[config.mk]
export PLATFORM = sky130hd
export DESIGN_NAME = seg_time_ctrl
export DESIGN_NICKNAME = d
export VERILOG_FILES = /design/src/rtl/seg_time_ctrl.sv
export SDC_FILE = /design/constraint.sdc
export NUM_CORES = 1
export LEC_CHECK = 0
export ABC_AREA = 1
export BUFFER_PORTS_ARGS = -buffer_cell sky130_fd_sc_hd__buf_2
export CAP_MARGIN = 20
export CELL_PAD_IN_SITES_DETAIL_PLACEMENT = 0
export CELL_PAD_IN_SITES_GLOBAL_PLACEMENT = 1
export CORE_ASPECT_RATIO = 0.75
export CORE_MARGIN = 1
export CORE_UTILIZATION = 41
export CTS_BUF_LIST = sky130_fd_sc_hd__clkbuf_4 sky130_fd_sc_hd__clkbuf_8
export CTS_CLUSTER_DIAMETER = 50
export DETAILED_ROUTE_END_ITERATION = 10
export PLACE_DENSITY_LB_ADDON = 0.1
export SETUP_SLACK_MARGIN = 0.02
export SYNTH_ARGS = -nofsm -noshare
export SYNTH_HDL_FRONTEND = slang
export SYNTH_SLANG_ARGS = --single-unit
[constraint.sdc]
create_clock -name clk -period 2.4 [get_ports clk]
set_input_delay 0.12 -clock clk [delete_from_list [all_inputs] [get_ports clk]]
set_output_delay 0.12 -clock clk [all_outputs]
set_load 0.01 [all_outputs]
[src/rtl/seg_time_ctrl.sv]
// Time-of-day display/set controller: latches DS1302 BCD samples for the display,
// runs the key-driven HH/MM/SS edit FSM with a blinking field, and commits edits to the writer.
module seg_time_ctrl #(
  parameter int unsigned BLINK_HALF_CYC = 12_500_000
) (
  input  logic        clk,
  input  logic        rst_n,
  input  logic [23:0] rtc_time,
  input  logic        rtc_valid,
  input  logic        key_mode,
  input  logic        key_up,
  input  logic        key_down,
  input  logic        disp_off,
  output logic [23:0] seg_bcd,
  output logic [7:0]  en_all,
  output logic [7:0]  en_0,
  output logic [7:0]  en_1,
  output logic [7:0]  en_2,
  output logic [7:0]  en_3,
  output logic [7:0]  en_4,
  output logic [7:0]  en_5,
  output logic [7:0]  dp_0,
  output logic [7:0]  dp_1,
  output logic        wr_req,
  output logic [23:0] wr_time,
  input  logic        wr_ack,
  output logic        setting
);

  localparam int CW = (BLINK_HALF_CYC > 2) ? $clog2(BLINK_HALF_CYC) : 1;
  localparam logic [CW-1:0] CNT_LAST = CW'(BLINK_HALF_CYC - 1);

  typedef enum logic [2:0] {RUN, SET_HH, SET_MM, SET_SS, COMMIT} state_t;

  // Illegal fields (bad nibble or out of range) go to 00 when stepped up.
  function automatic logic [7:0] bcd_inc(input logic [7:0] v, input logic [7:0] max);
    if (v[7:4] > 4'd9 || v[3:0] > 4'd9 || v >= max) return 8'h00;
    if (v[3:0] == 4'd9) return {v[7:4] + 4'd1, 4'd0};
    return {v[7:4], v[3:0] + 4'd1};
  endfunction

  // Illegal fields go to max when stepped down.
  function automatic logic [7:0] bcd_dec(input logic [7:0] v, input logic [7:0] max);
    if (v[7:4] > 4'd9 || v[3:0] > 4'd9 || v > max || v == 8'h00) return max;
    if (v[3:0] == 4'd0) return {v[7:4] - 4'd1, 4'd9};
    return {v[7:4], v[3:0] - 4'd1};
  endfunction

  function automatic logic [7:0] bcd_adj(input logic [7:0] v, input logic [7:0] max,
                                         input logic up);
    return up ? bcd_inc(v, max) : bcd_dec(v, max);
  endfunction

  state_t         state_q, state_d;
  logic [23:0]    edit_q, edit_d;
  logic [23:0]    seg_q, seg_d;
  logic [CW-1:0]  cnt_q, cnt_d;
  logic           phase_q, phase_d;
  logic [5:0]     blank_q, blank_d;
  logic           dp_lit_q, dp_lit_d;
  logic           off_q;
  logic           wr_req_q;
  logic [23:0]    wr_time_q;
  logic           setting_q;
  logic           key_any, adj;

  assign key_any = key_mode | key_up | key_down;
  assign adj     = key_up ^ key_down;

  always_comb begin
    // NOTE: every combinational output gets a default first so no path infers a latch.
    state_d = state_q;
    edit_d  = edit_q;
    seg_d   = seg_q;
    case (state_q)
      RUN: begin
        if (key_mode) begin
          edit_d  = seg_q;
          state_d = SET_HH;
        end else if (rtc_valid) begin
          seg_d = rtc_time;
        end
      end
      SET_HH: begin
        if (key_mode)  state_d = SET_MM;
        else if (adj)  edit_d[23:16] = bcd_adj(edit_q[23:16], 8'h23, key_up);
        seg_d = edit_d;
      end
      SET_MM: begin
        if (key_mode)  state_d = SET_SS;
        else if (adj)  edit_d[15:8] = bcd_adj(edit_q[15:8], 8'h59, key_up);
        seg_d = edit_d;
      end
      SET_SS: begin
        if (key_mode)  state_d = COMMIT;
        else if (adj)  edit_d[7:0] = bcd_adj(edit_q[7:0], 8'h59, key_up);
        seg_d = edit_d;
      end
      COMMIT: begin
        if (wr_req_q && wr_ack) state_d = RUN;
      end
      default: state_d = RUN;
    endcase

    // Any key restarts the blink so the field being adjusted stays visible.
    if (key_any) begin
      cnt_d   = '0;
      phase_d = 1'b0;
    end else if (cnt_q == CNT_LAST) begin
      cnt_d   = '0;
      phase_d = ~phase_q;
    end else begin
      cnt_d   = cnt_q + 1'b1;
      phase_d = phase_q;
    end

    blank_d = 6'b0;
    case (state_d)
      SET_HH:  blank_d[1:0] = {2{phase_d}};
      SET_MM:  blank_d[3:2] = {2{phase_d}};
      SET_SS:  blank_d[5:4] = {2{phase_d}};
      default: blank_d = 6'b0;
    endcase

    dp_lit_d = (state_d == RUN) ? ~seg_d[0] : 1'b1;
  end

  // NOTE: sequential state uses non-blocking assignments only.
  always_ff @(posedge clk or negedge rst_n) begin
    if (!rst_n) begin
      state_q   <= RUN;
      edit_q    <= '0;
      seg_q     <= '0;
      cnt_q     <= '0;
      phase_q   <= 1'b0;
      blank_q   <= '0;
      dp_lit_q  <= 1'b0;
      off_q     <= 1'b0;
      wr_req_q  <= 1'b0;
      wr_time_q <= '0;
      setting_q <= 1'b0;
    end else begin
      state_q   <= state_d;
      edit_q    <= edit_d;
      seg_q     <= seg_d;
      cnt_q     <= cnt_d;
      phase_q   <= phase_d;
      blank_q   <= blank_d;
      dp_lit_q  <= dp_lit_d;
      off_q     <= disp_off;
      wr_req_q  <= (state_d == COMMIT);
      wr_time_q <= (state_d == COMMIT) ? edit_d : wr_time_q;
      setting_q <= (state_d != RUN);
    end
  end

  assign seg_bcd = seg_q;
  assign en_all  = {8{off_q}};
  assign en_0    = {8{blank_q[0]}};
  assign en_1    = {8{blank_q[1]}};
  assign en_2    = {8{blank_q[2]}};
  assign en_3    = {8{blank_q[3]}};
  assign en_4    = {8{blank_q[4]}};
  assign en_5    = {8{blank_q[5]}};
  assign dp_0    = dp_lit_q ? 8'h7F : 8'hFF;
  assign dp_1    = dp_lit_q ? 8'h7F : 8'hFF;
  assign wr_req  = wr_req_q;
  assign wr_time = wr_time_q;
  assign setting = setting_q;

endmodule
==> results of run 1 <==
## final cells by class
class / instances / area (µm²)
clock inverters: 5 / 85.1
clock buffers: 11 / 145
fillers: 1848 / 9370
well taps: 242 / 303
multi-input cells: 732 / 3710
flip-flops and latches: 107 / 2680
repair buffers: 175 / 1050
inverters: 98 / 368
## synth_stat cells (4+ instances only)
cell type,instances
nor2_1,89
inv_2,13
a22oi_1,6
a221oi_1,19
buf_6,5
buf_4,74
nand3b_1,4
clkbuf_1,5
dfrtp_1,107
a32oi_1,6
xor2_1,12
nor2_4,8
buf_2,18
inv_1,83
o21ai_1,4
ha_1,18
o21ai_0,37
nand2_2,23
nand4_1,19
nand2_1,296
nor3_1,14
nor2_2,10
nand3_1,62
nand3_2,7
a21oi_1,60
## stage by stage
step / util / hold WS [ns] / area, µm² / power (mW)
floorplan: - / -0.176 / 7490 / 6.75
global placement: 0.455 / 0.174 / 8050 / 8.70
detailed placement: 0.455 / 0.181 / 8050 / 8.64
CTS: 0.471 / 0.00796 / 8340 / 10.0
global route: 0.471 / 0.0175 / 8340 / 10.8
finish: 0.471 / 0.0224 / 8340 / 9.98
## registers in the layout, indices dropped and copies added (netlist names), 3 cells and up
name / cells
seg_bcd: 24
blank_q: 3
wr_time: 24
edit_q: 24
cnt_q: 24
state_q: 3
## placed cells by master (no fill, tap or decap), types with 12 or more instances in the layout
master / count
nand2_1: 296
buf_2: 138
dfrtp_1: 107
nor2_1: 89
inv_1: 83
nand3_1: 62
a21oi_1: 59
o21ai_0: 37
buf_4: 26
nand2_2: 23
nand4_1: 19
a221oi_1: 19
ha_1: 18
nor3_1: 14
conb_1: 14
inv_2: 13
xor2_1: 12
## worst max-delay path by stage
stage | from | end | slack [ns] | cells after the start
6_report | edit_q[1]$_DFF_PN0_ | wr_time[6]$_DFFE_PN0P_ | 0.27 | 15
5_1_grt | edit_q[1]$_DFF_PN0_ | wr_time[6]$_DFFE_PN0P_ | 0.03 | 15
4_1_cts | edit_q[1]$_DFF_PN0_ | wr_time[6]$_DFFE_PN0P_ | 0.27 | 15
3_5_place_dp | edit_q[1]$_DFF_PN0_ | wr_time[6]$_DFFE_PN0P_ | 0.28 | 15
3_3_place_gp | edit_q[1]$_DFF_PN0_ | wr_time[6]$_DFFE_PN0P_ | 0.27 | 15
2_1_floorplan | edit_q[1]$_DFF_PN0_ | wr_time[3]$_DFFE_PN0P_ | 0.59 | 15
## power by group through the flow
stage / clock [mW] / sequential [mW] / combinational (mW)
2_1_floorplan: 0 / 2.94 / 3.82
4_1_cts: 1.36 / 3.06 / 5.58
3_5_place_dp: 0 / 3.08 / 5.56
6_report: 1.31 / 3.08 / 5.58
5_1_grt: 1.42 / 3.15 / 6.23
3_3_place_gp: 0 / 3.11 / 5.60
## critical path, stage by stage, from the launching register on
cell and delay, ns:
dfrtp_1 0.45, inv_1 0.14, ha_1 0.24, nand2_4 0.06, nor2_2 0.17, nor2_2 0.08
nor2_4 0.18, nand2_2 0.09, nor2_4 0.13, nand2_1 0.06, nand3_1 0.07, nand2_1 0.08
nand2_2 0.09, nand2_2 0.08, nand2_1 0.06, nand2_1 0.05
## per-layer routing
layer | global-route usage | wire [µm] | vias up
met5 | 0 | 22 | -
met4 | 0.0473 | 246 | 4
met3 | 0.0627 | 1580 | 23
met2 | 0.333 | 9100 | 237
met1 | 0.387 | 11400 | 3226
li1 | - | - | 3449
## cell families after synthesis
logic type | after synthesis | synth area share
simple gates | 545 | 0.332
buf+inv | 203 | 0.149
compound gates | 143 | 0.115
flops | 107 | 0.360
fa+ha+maj | 18 | 0.0302
xor+xnor | 12 | 0.0141
other cells | 1 | 0.000504
==> qor.yml, run 1 <==
drtAntennaViolNets: 0
p_leak_nw: 4.37
wire_per_inst_um: 16.3
track_usage: 0.246
rrSetupSlack_ns: 0.27
ys_seq_area_frac: 0.360
drv_cap: 0
min_period_over_period: 0.889
ys_ff_latch: 107
tightest_slew_ns: 1.00
die_x_um: 158
grt_pass1_wl_um: 35000
power_switching_mw: 5.03
synth-edff-count: 0
dp_cells: 1348
dp_slack_ns: 0.276
r2r_start: "edit_q[1]$_DFF_PN0_"
worst-endpoint-arrival_ns: 2.42
setup_tns_ns: 0
final_hold_viol_count: 0
cts_tree: "built"
holdPathStages: 3
slew_headroom: 0.330
vias: 6939
io_buffer_count: 139
status: "finished clean"
critPathLaunchType: "flop"
synth_cell_types: 42
comb_power_share: 0.560
dieArea_um2: 18700
hp-start: "rtc_time[8]"
avgSynthCellArea_um2: 7.24
finalWirelength_um: 22300
routed_via_density: 5.06
synth_top_area_cell: "dfrtp_1"
cts_setup_buffers: 0
clock_latency_ns: 0.40
clock_power_share: 0.132
gp_congestion: 0.898
holdPathEnd: "seg_bcd[8]$_DFFE_PN0P_"
cts_sinks: 107
synthesis.area_um2: 7450
skew_ns: 0.0145
h-tree-depth: 3
power_density_nw_per_um2: 1200
crit_type: "reg -> reg"
fp.coreArea_um2: 17700
synth_top_area_share: 0.360
drcViolationCount: 0
switching_share: 0.505
ioPinCount: 154
finalMaxSlewViolations: 0
drive_above_1_share: 0.227
clock.fmax_ghz: 0.469
synth_warnings: 0
p_int_mw: 4.94
root_buffer: "clkbuf_8"
grt_overflow: 0
hpwlAfterDp_um: 16900
crit_fanout: 6
drt_pass1_iterations: 5
synthTopCellsByArea: "dfrtp_1 36%, nand2_1 15%, buf_4 7.5%, nor2_1 4.5%, inv_1 4.2%"
finalNonFillerCells: 1370
power_frac_seq: 0.309
grt_max_degree: 45
rows: 42
worst_slack_ns: 0.266
worstRegToRegCells: 15
die_height_um: 119
drt_iter0_drc: 521
cts_made_buffers: 9
r2r_end: "wr_time[6]$_DFFE_PN0P_"
end_kind: "flop"
antenna_cells: 0
period_needed_ns: 2.13
ys_dominant_reg_cell: "dfrtp_1"
cts.hold.buffers_added: 6
clkTransAtPathRegs_ns: 0.10
start_util: 0.420
post_cts_resize_count: 0
final-setup-viol-count: 0
antenna_found_initial: 1
synth-async-reset-ratio: 1.00
grt_pass1_vias: 6280
required_ns: 2.69
rsz0062_at_grt: "false"
area_growth_pct: 12.0
hp-class: "in -> reg"
cts_buffer_depth: 2
ir_drop_mv: 0.626
netlist_instances: 1029
final_nets: 1173
No activity file was read; power rests on OpenSTA's default activity.
==> inputs of run 2 (changes only) <==
Settings changed: CORE_UTILIZATION 41 to 44.
Clock period 2.4 ns to 2.6 ns, I/O delays scaled along.
==> qor.yml, run 2 (same netlist as run 1, synthesis figures left out) <==
dp_cells: 1301  # -3.5%
mostFrequentLayoutCells: "296 x nand2_1, 138 x buf_2, 107 x dfrtp_1"
worst-endpoint-arrival_ns: 2.60  # +0.18 ns
tightest_slew_ns: 0.558  # -0.447 ns
min_period_over_period: 0.869  # -0.0198
final_nets: 1158  # -1.3%
wire_per_inst_um: 16.8  # +3.0%
area_growth_pct: 9.49
post_cts_resize_count: 0  # unchanged
required_ns: 2.94  # +0.25 ns
drcViolationCount: 6  # +6
grt_pass1_vias: 6259  # -0.33%
crit_slowest_cell: "dfrtp_1"
crit_fanout: 8  # +2
vias: 6927  # -0.17%
rows: 40  # -4.8%
end_kind: "flop"
worstPathCellList: "clkinv_1 -> ha_1 -> nor2_1 -> nor2_1 -> nor2_1 -> nor2_4 -> nand3_2 -> nand2_2 -> nand2_1 -> nand2_1 -> nand2_1 -> nand2_2 -> nand2_1 -> nand2_1 -> nand2_1"
die_x_um: 152  # -3.4%
finalMaxSlewViolations: 0  # unchanged
fp.coreArea_um2: 16300  # -8.2%
hpwlAfterDp_um: 16400  # -2.9%
finalNonFillerCells: 1322  # -3.5%
drive_above_1_share: 0.216  # -0.0111
power_density_nw_per_um2: 1110  # -7.5%
period_needed_ns: 2.26  # +0.126 ns
violations: "design-rule violations"
slew_headroom: 0.627  # +0.298
ir_drop_mv: 0.735  # +17%
die_height_um: 115  # -3.4%
dieArea_um2: 17500  # -6.7%
p_leak_nw: 4.28  # -2.1%
dp_slack_ns: 0.373  # +0.0971 ns
root_buffer: "clkbuf_8"
worst_slack_ns: 0.340  # +0.0736 ns
grt_overflow: 0  # unchanged
crit_top_cell: "nand2_1"
gp_congestion: 0.923  # +2.8%
cts_buffer_depth: 2  # unchanged
rsz0062_at_grt: "false"
setup_tns_ns: 0  # unchanged
clkTransAtPathRegs_ns: 0.11  # about the same
hp-class: "in -> reg"
grt_pass1_wl_um: 35400  # +1.2%
clock_latency_ns: 0.40  # about the same
cts_tree: "built"
h-tree-depth: 3  # unchanged
drv_cap: 0  # unchanged
antenna_cells: 0  # unchanged
critPathTopFamily: "simple AND/OR/NAND/NOR gates"
critPathLaunchType: "flop"
status: "finished with violations"
clock.fmax_ghz: 0.442  # -5.6%
fillers: 1704  # -7.8%
p_total_mw: 9.02  # -9.6%
cts_sinks: 107  # unchanged
ioPinCount: 154  # unchanged
start_util: 0.458  # +0.0373
antenna_found_initial: 0  # -1
slowest_delay_ns: 0.46  # about the same
drt_iter0_drc: 593  # +14%
finalWirelength_um: 22200  # -0.62%
crit_type: "reg -> reg"
final-setup-viol-count: 0  # unchanged
routed_via_density: 5.24  # +3.5%
layout_commonest_cell: "nand2_1"
io_buffer_count: 139  # unchanged
critPathBufInv: 1  # unchanged
final_core_util: 0.501  # +0.0303
drtAntennaViolNets: 0  # unchanged
track_usage: 0.263  # +0.0164
cts_made_buffers: 9  # unchanged
grt_max_degree: 57  # +27%
final_hold_viol_count: 0  # unchanged
skew_ns: 0.0137  # -0.000785 ns
drt_pass1_iterations: 8  # +3
==> run 2: cell types whose count changed in the layout (fill, tap and decap cells not counted) <==
cell       change
clkinv_2       +1
inv_6          -1
bufinv_16      -1
buf_4         -15
==> run 2: through the flow <==
| stage | instance area [µm²] | hold WS (ns) |
|---|---|---|
| after floorplan | 7490 | -0.166 |
| after detailed placement | 7900 | 0.0774 |
| after global routing | 8150 | 0.0171 |
| after CTS | 8150 | 0.00973 |
| final | 8150 | 0.0146 |
| after global placement | 7900 | 0.0776 |
==> run 2: per-layer routing <==
metal  vias up  GRT usage  share of wire
li1       3422          -              -
met1      3274      0.408           0.52
met2       206      0.359           0.40
met3        23     0.0537          0.062
met4         2     0.0687          0.013
met5         -     0.0364         0.0037
==> run 2: power breakdown <==
group          internal [mW]  switching (mW)  total, mW
clock                  0.478           0.613       1.09
sequential              2.19           0.712       2.90
combinational           1.71            3.32       5.03
total                   4.37            4.65       9.02
==> run 2: repair_timing <==
item / CTS / global route
hold buffers: 6 / 0
setup buffers: 0 / 0
hold endpoints to repair: 31 / 0
setup endpoints to repair: 0 / 0
==> run 2: cell type report <==
type / count / area (µm²) / area share
Tap cell: 210 / 263 / 0.0322
Clock inverter: 4 / 51.3 / 0.00629
Clock buffer: 11 / 145 / 0.0178
Inverter: 98 / 368 / 0.0451
Sequential cell: 107 / 2680 / 0.328
Multi-Input combinational cell: 732 / 3710 / 0.456
Timing Repair Buffer: 160 / 933 / 0.114
==> run 2: worst paths after layout <==
| path | depth (start not counted) | to | start | slack, ns |
|---|---|---|---|---|
| min reg2reg | 1 | cnt_q[0]$_DFF_PN0_ | cnt_q[0]$_DFF_PN0_ | 0.47 |
| max | 15 | wr_time[0]$_DFFE_PN0P_ | edit_q[4]$_DFF_PN0_ | 0.34 |
| min | 3 | seg_bcd[8]$_DFFE_PN0P_ | rtc_time[8] | 0.01 |
| max in group asynchronous | 3 | wr_time[11]$_DFFE_PN0P_ | rst_n | 1.75 |
| max reg2reg | 15 | wr_time[0]$_DFFE_PN0P_ | edit_q[4]$_DFF_PN0_ | 0.34 |
| min in group asynchronous | 2 | cnt_q[17]$_DFF_PN0_ | rst_n | 0.18 |
==> run 2: worst register-to-register path, stage by stage (launching register included) <==
cell,delay [ns]
dfrtp_1,0.46
clkinv_1,0.30
ha_1,0.31
nor2_1,0.16
nor2_1,0.06
nor2_1,0.18
nor2_4,0.08
nand3_2,0.08
nand2_2,0.06
nand2_1,0.06
nand2_1,0.07
nand2_1,0.10
nand2_2,0.08
nand2_1,0.09
nand2_1,0.06
nand2_1,0.06
==> inputs of run 3 (changes only) <==
Settings changed: ABC_AREA 1 to not set, CORE_UTILIZATION 44 to 46.
==> qor.yml, run 3 <==
status: "finished clean"
grt-busiest-layer: "met2"
synth_cell_types: 82  # +95%
fp.coreArea_um2: 15300  # -5.8%
start_util: 0.473  # +0.0150
clkTransAtPathRegs_ns: 0.11  # about the same
tightest_slew_ns: 0.949  # +0.391 ns
clock.fmax_ghz: 0.424  # -4.1%
drtAntennaViolNets: 0  # unchanged
power_frac_seq: 0.321  # about the same
gp_congestion: 0.937  # +1.5%
rrSetupSlack_ns: 0.24  # -0.10 ns
h-tree-depth: 3  # unchanged
grt_pass1_vias: 6209  # -0.80%
crit_fanout: 8  # unchanged
clock_latency_ns: 0.39  # about the same
r2r_end: "wr_time[16]$_DFFE_PN0P_"
hpwlAfterDp_um: 16000  # -2.4%
synth_most_common_cell: "dfrtp_1"
crit_end: "wr_time[16]$_DFFE_PN0P_"
critPathLaunchType: "flop"
end_kind: "flop"
grt_max_degree: 52  # -8.8%
synth-async-reset-ratio: 1.00  # unchanged
skew_ns: 0.0133  # -0.000388 ns
required_ns: 2.89  # -0.05 ns
synth_top_area_cell: "dfrtp_1"
wire_per_inst_um: 19.1  # +14%
hold_ws_ns: 0.0179  # +0.00336 ns
met3_usage: 0.0572  # +0.00345
drv_cap: 0  # unchanged
worstRegToRegCells: 8  # -7
vias: 6712  # -3.1%
worst-endpoint-arrival_ns: 2.65  # +0.05 ns
final-setup-viol-count: 0  # unchanged
avgSynthCellArea_um2: 8.56  # +18%
fillers: 1437  # -16%
grtUsageMet1: 0.405  # -0.00274
cts_buffer_depth: 2  # unchanged
drcViolationCount: 0  # -6
dieArea_um2: 16300  # -6.9%
clock_power_share: 0.111  # -0.010
final_nets: 987  # -15%
rows: 39  # -2.5%
power_switching_mw: 4.55  # -2.0%
p_int_mw: 4.73  # +8.1%
p_total_mw: 9.28  # +2.9%
fin_area_um2: 8120  # -0.46%
dpl_cell_area_um2: 7840  # -0.70%
die_x_um: 147  # -3.5%
netlist_instances: 846  # -18%
ir_drop_mv: 0.471  # -36%
drive_above_1_share: 0.243  # +0.0273
drt_iter0_drc: 524  # -12%
comb_power_share: 0.568  # +0.010
crit_type: "reg -> reg"
synth_top_area_share: 0.370  # +0.0101
finalWirelength_um: 21900  # -1.2%
use_met2: 0.410  # +0.0516
p_leak_nw: 3.82  # -11%
cts_made_buffers: 9  # unchanged
ys_ff_latch: 107  # unchanged
ioPinCount: 154  # unchanged
cts_tree: "built"
worst_slack_ns: 0.242  # -0.0974 ns
track_usage: 0.276  # +0.0129
synthTopCellsByArea: "dfrtp_1 37%, buf_4 7.2%, nand2_1 4.5%, nor2_1 4.4%, a21oi_1 4.1%"
synth-edff-count: 0  # unchanged
r2r_start: "edit_q[20]$_DFF_PN0_"
area_growth_pct: 12.0
layout_commonest_cell: "buf_2"
switching_share: 0.491  # -0.0246
ys_seq_area_frac: 0.370  # +0.0101
grt_pass1_wl_um: 34700  # -1.9%
post_cts_resize_count: 0  # unchanged
antenna_cells: 0  # unchanged
synth_warnings: 0  # unchanged
grt_overflow: 0  # unchanged
cts_sinks: 107  # unchanged
synthesis.area_um2: 7240  # -2.7%
root_buffer: "clkbuf_8"
mostFrequentLayoutCells: "138 x buf_2, 107 x dfrtp_1, 86 x nand2_1"
slew_headroom: 0.367  # -0.260
min_period_over_period: 0.907  # +0.0375
startpoint: "edit_q[20]$_DFF_PN0_"
rsz0062_at_grt: "false"
io_buffer_count: 139  # unchanged
setup_tns_ns: 0  # unchanged
synth_top_cells_by_count: "107 x dfrtp_1, 86 x nand2_1, 84 x nor2_1"
power_density_nw_per_um2: 1140  # +3.4%
final_hold_viol_count: 0  # unchanged
dp_slack_ns: 0.287  # -0.0853 ns
routed_via_density: 5.85  # +12%
ys_dominant_reg_cell: "dfrtp_1"
period_needed_ns: 2.36  # +0.0974 ns
finalMaxSlewViolations: 0  # unchanged
hp-class: "in -> reg"
antenna_found_initial: 0  # unchanged
drt_pass1_iterations: 6  # -2
die_height_um: 111  # -3.5%
run 3: power groups by stage:
stage	Clock, mW	Sequential (mW)	Combinational, mW
final	1.03	2.98	5.27
after floorplan	0	2.81	3.52
after global routing	1.11	3.08	5.78
after detailed placement	0	2.99	5.21
after CTS	1.05	2.97	5.25
after global placement	0	2.97	5.19
run 3: worst max-delay path, stage by stage, from the launching register on:
cell and delay (ns):
dfrtp_1 0.47, inv_1 0.18, ha_1 0.24, nand3_2 0.11
a221oi_4 0.30, a21oi_1 0.11, a211o_1 0.30, a211o_1 0.29
mux2_4 0.26
run 3: final cells by class:
cell class | instances | area (µm²) | area share
Multi-Input combinational cell | 606 | 3780 | 0.466
Sequential cell | 107 | 2680 | 0.330
Tap cell | 205 | 256 | 0.0316
Timing Repair Buffer | 193 | 1140 | 0.140
Inverter | 21 | 78.8 | 0.00971
Clock buffer | 10 | 138 | 0.0170
Clock inverter | 5 | 46.3 | 0.00570
run 3: logic make-up (layout without fill, tap and decap cells):
logic type,Yosys count,count (layout),share of synthesized area
compound gates,221,221,0.212
xor+xnor,32,32,0.0387
fa+ha+maj,17,17,0.0294
buf+inv,146,229,0.117
flops,107,107,0.370
mux,11,11,0.0168
other cells,1,14,0.000518
simple gates,311,311,0.216
run 3: worst min-delay path by stage:
stage,slack [ns],end,cells past startpoint,start
after CTS,0.003,seg_bcd[16]$_DFFE_PN0P_,3,rtc_time[16]
after global placement,0.21,wr_time[3]$_DFFE_PN0P_,1,rst_n
after global routing,0.009,seg_bcd[1]$_DFFE_PN0P_,3,rtc_time[1]
after floorplan,-0.17,blank_q[1]$_DFF_PN0_,0,rst_n
after detailed placement,0.23,wr_time[5]$_DFFE_PN0P_,1,rst_n
final,0.02,seg_bcd[16]$_DFFE_PN0P_,3,rtc_time[16]
run 3: stage by stage:
stage / instances / util
after floorplan: 859 / -
after global placement: 1123 / 0.512
after detailed placement: 1123 / 0.512
after CTS: 1147 / 0.530
after global routing: 1147 / 0.530
final: 1147 / 0.530
run 3: per-layer routing:
layer  vias to the layer above  routed length [µm]
li1                       3126                   -
met1                      3280               10400
met2                       287                9590
met3                        19                1580
met4                         0                 315
met5                         -                   0
run 3: timing repair:
item                      4_1_cts  5_1_grt
hold buffers                    9        0
buffers inserted                0        0
hold endpoints to repair       57        0
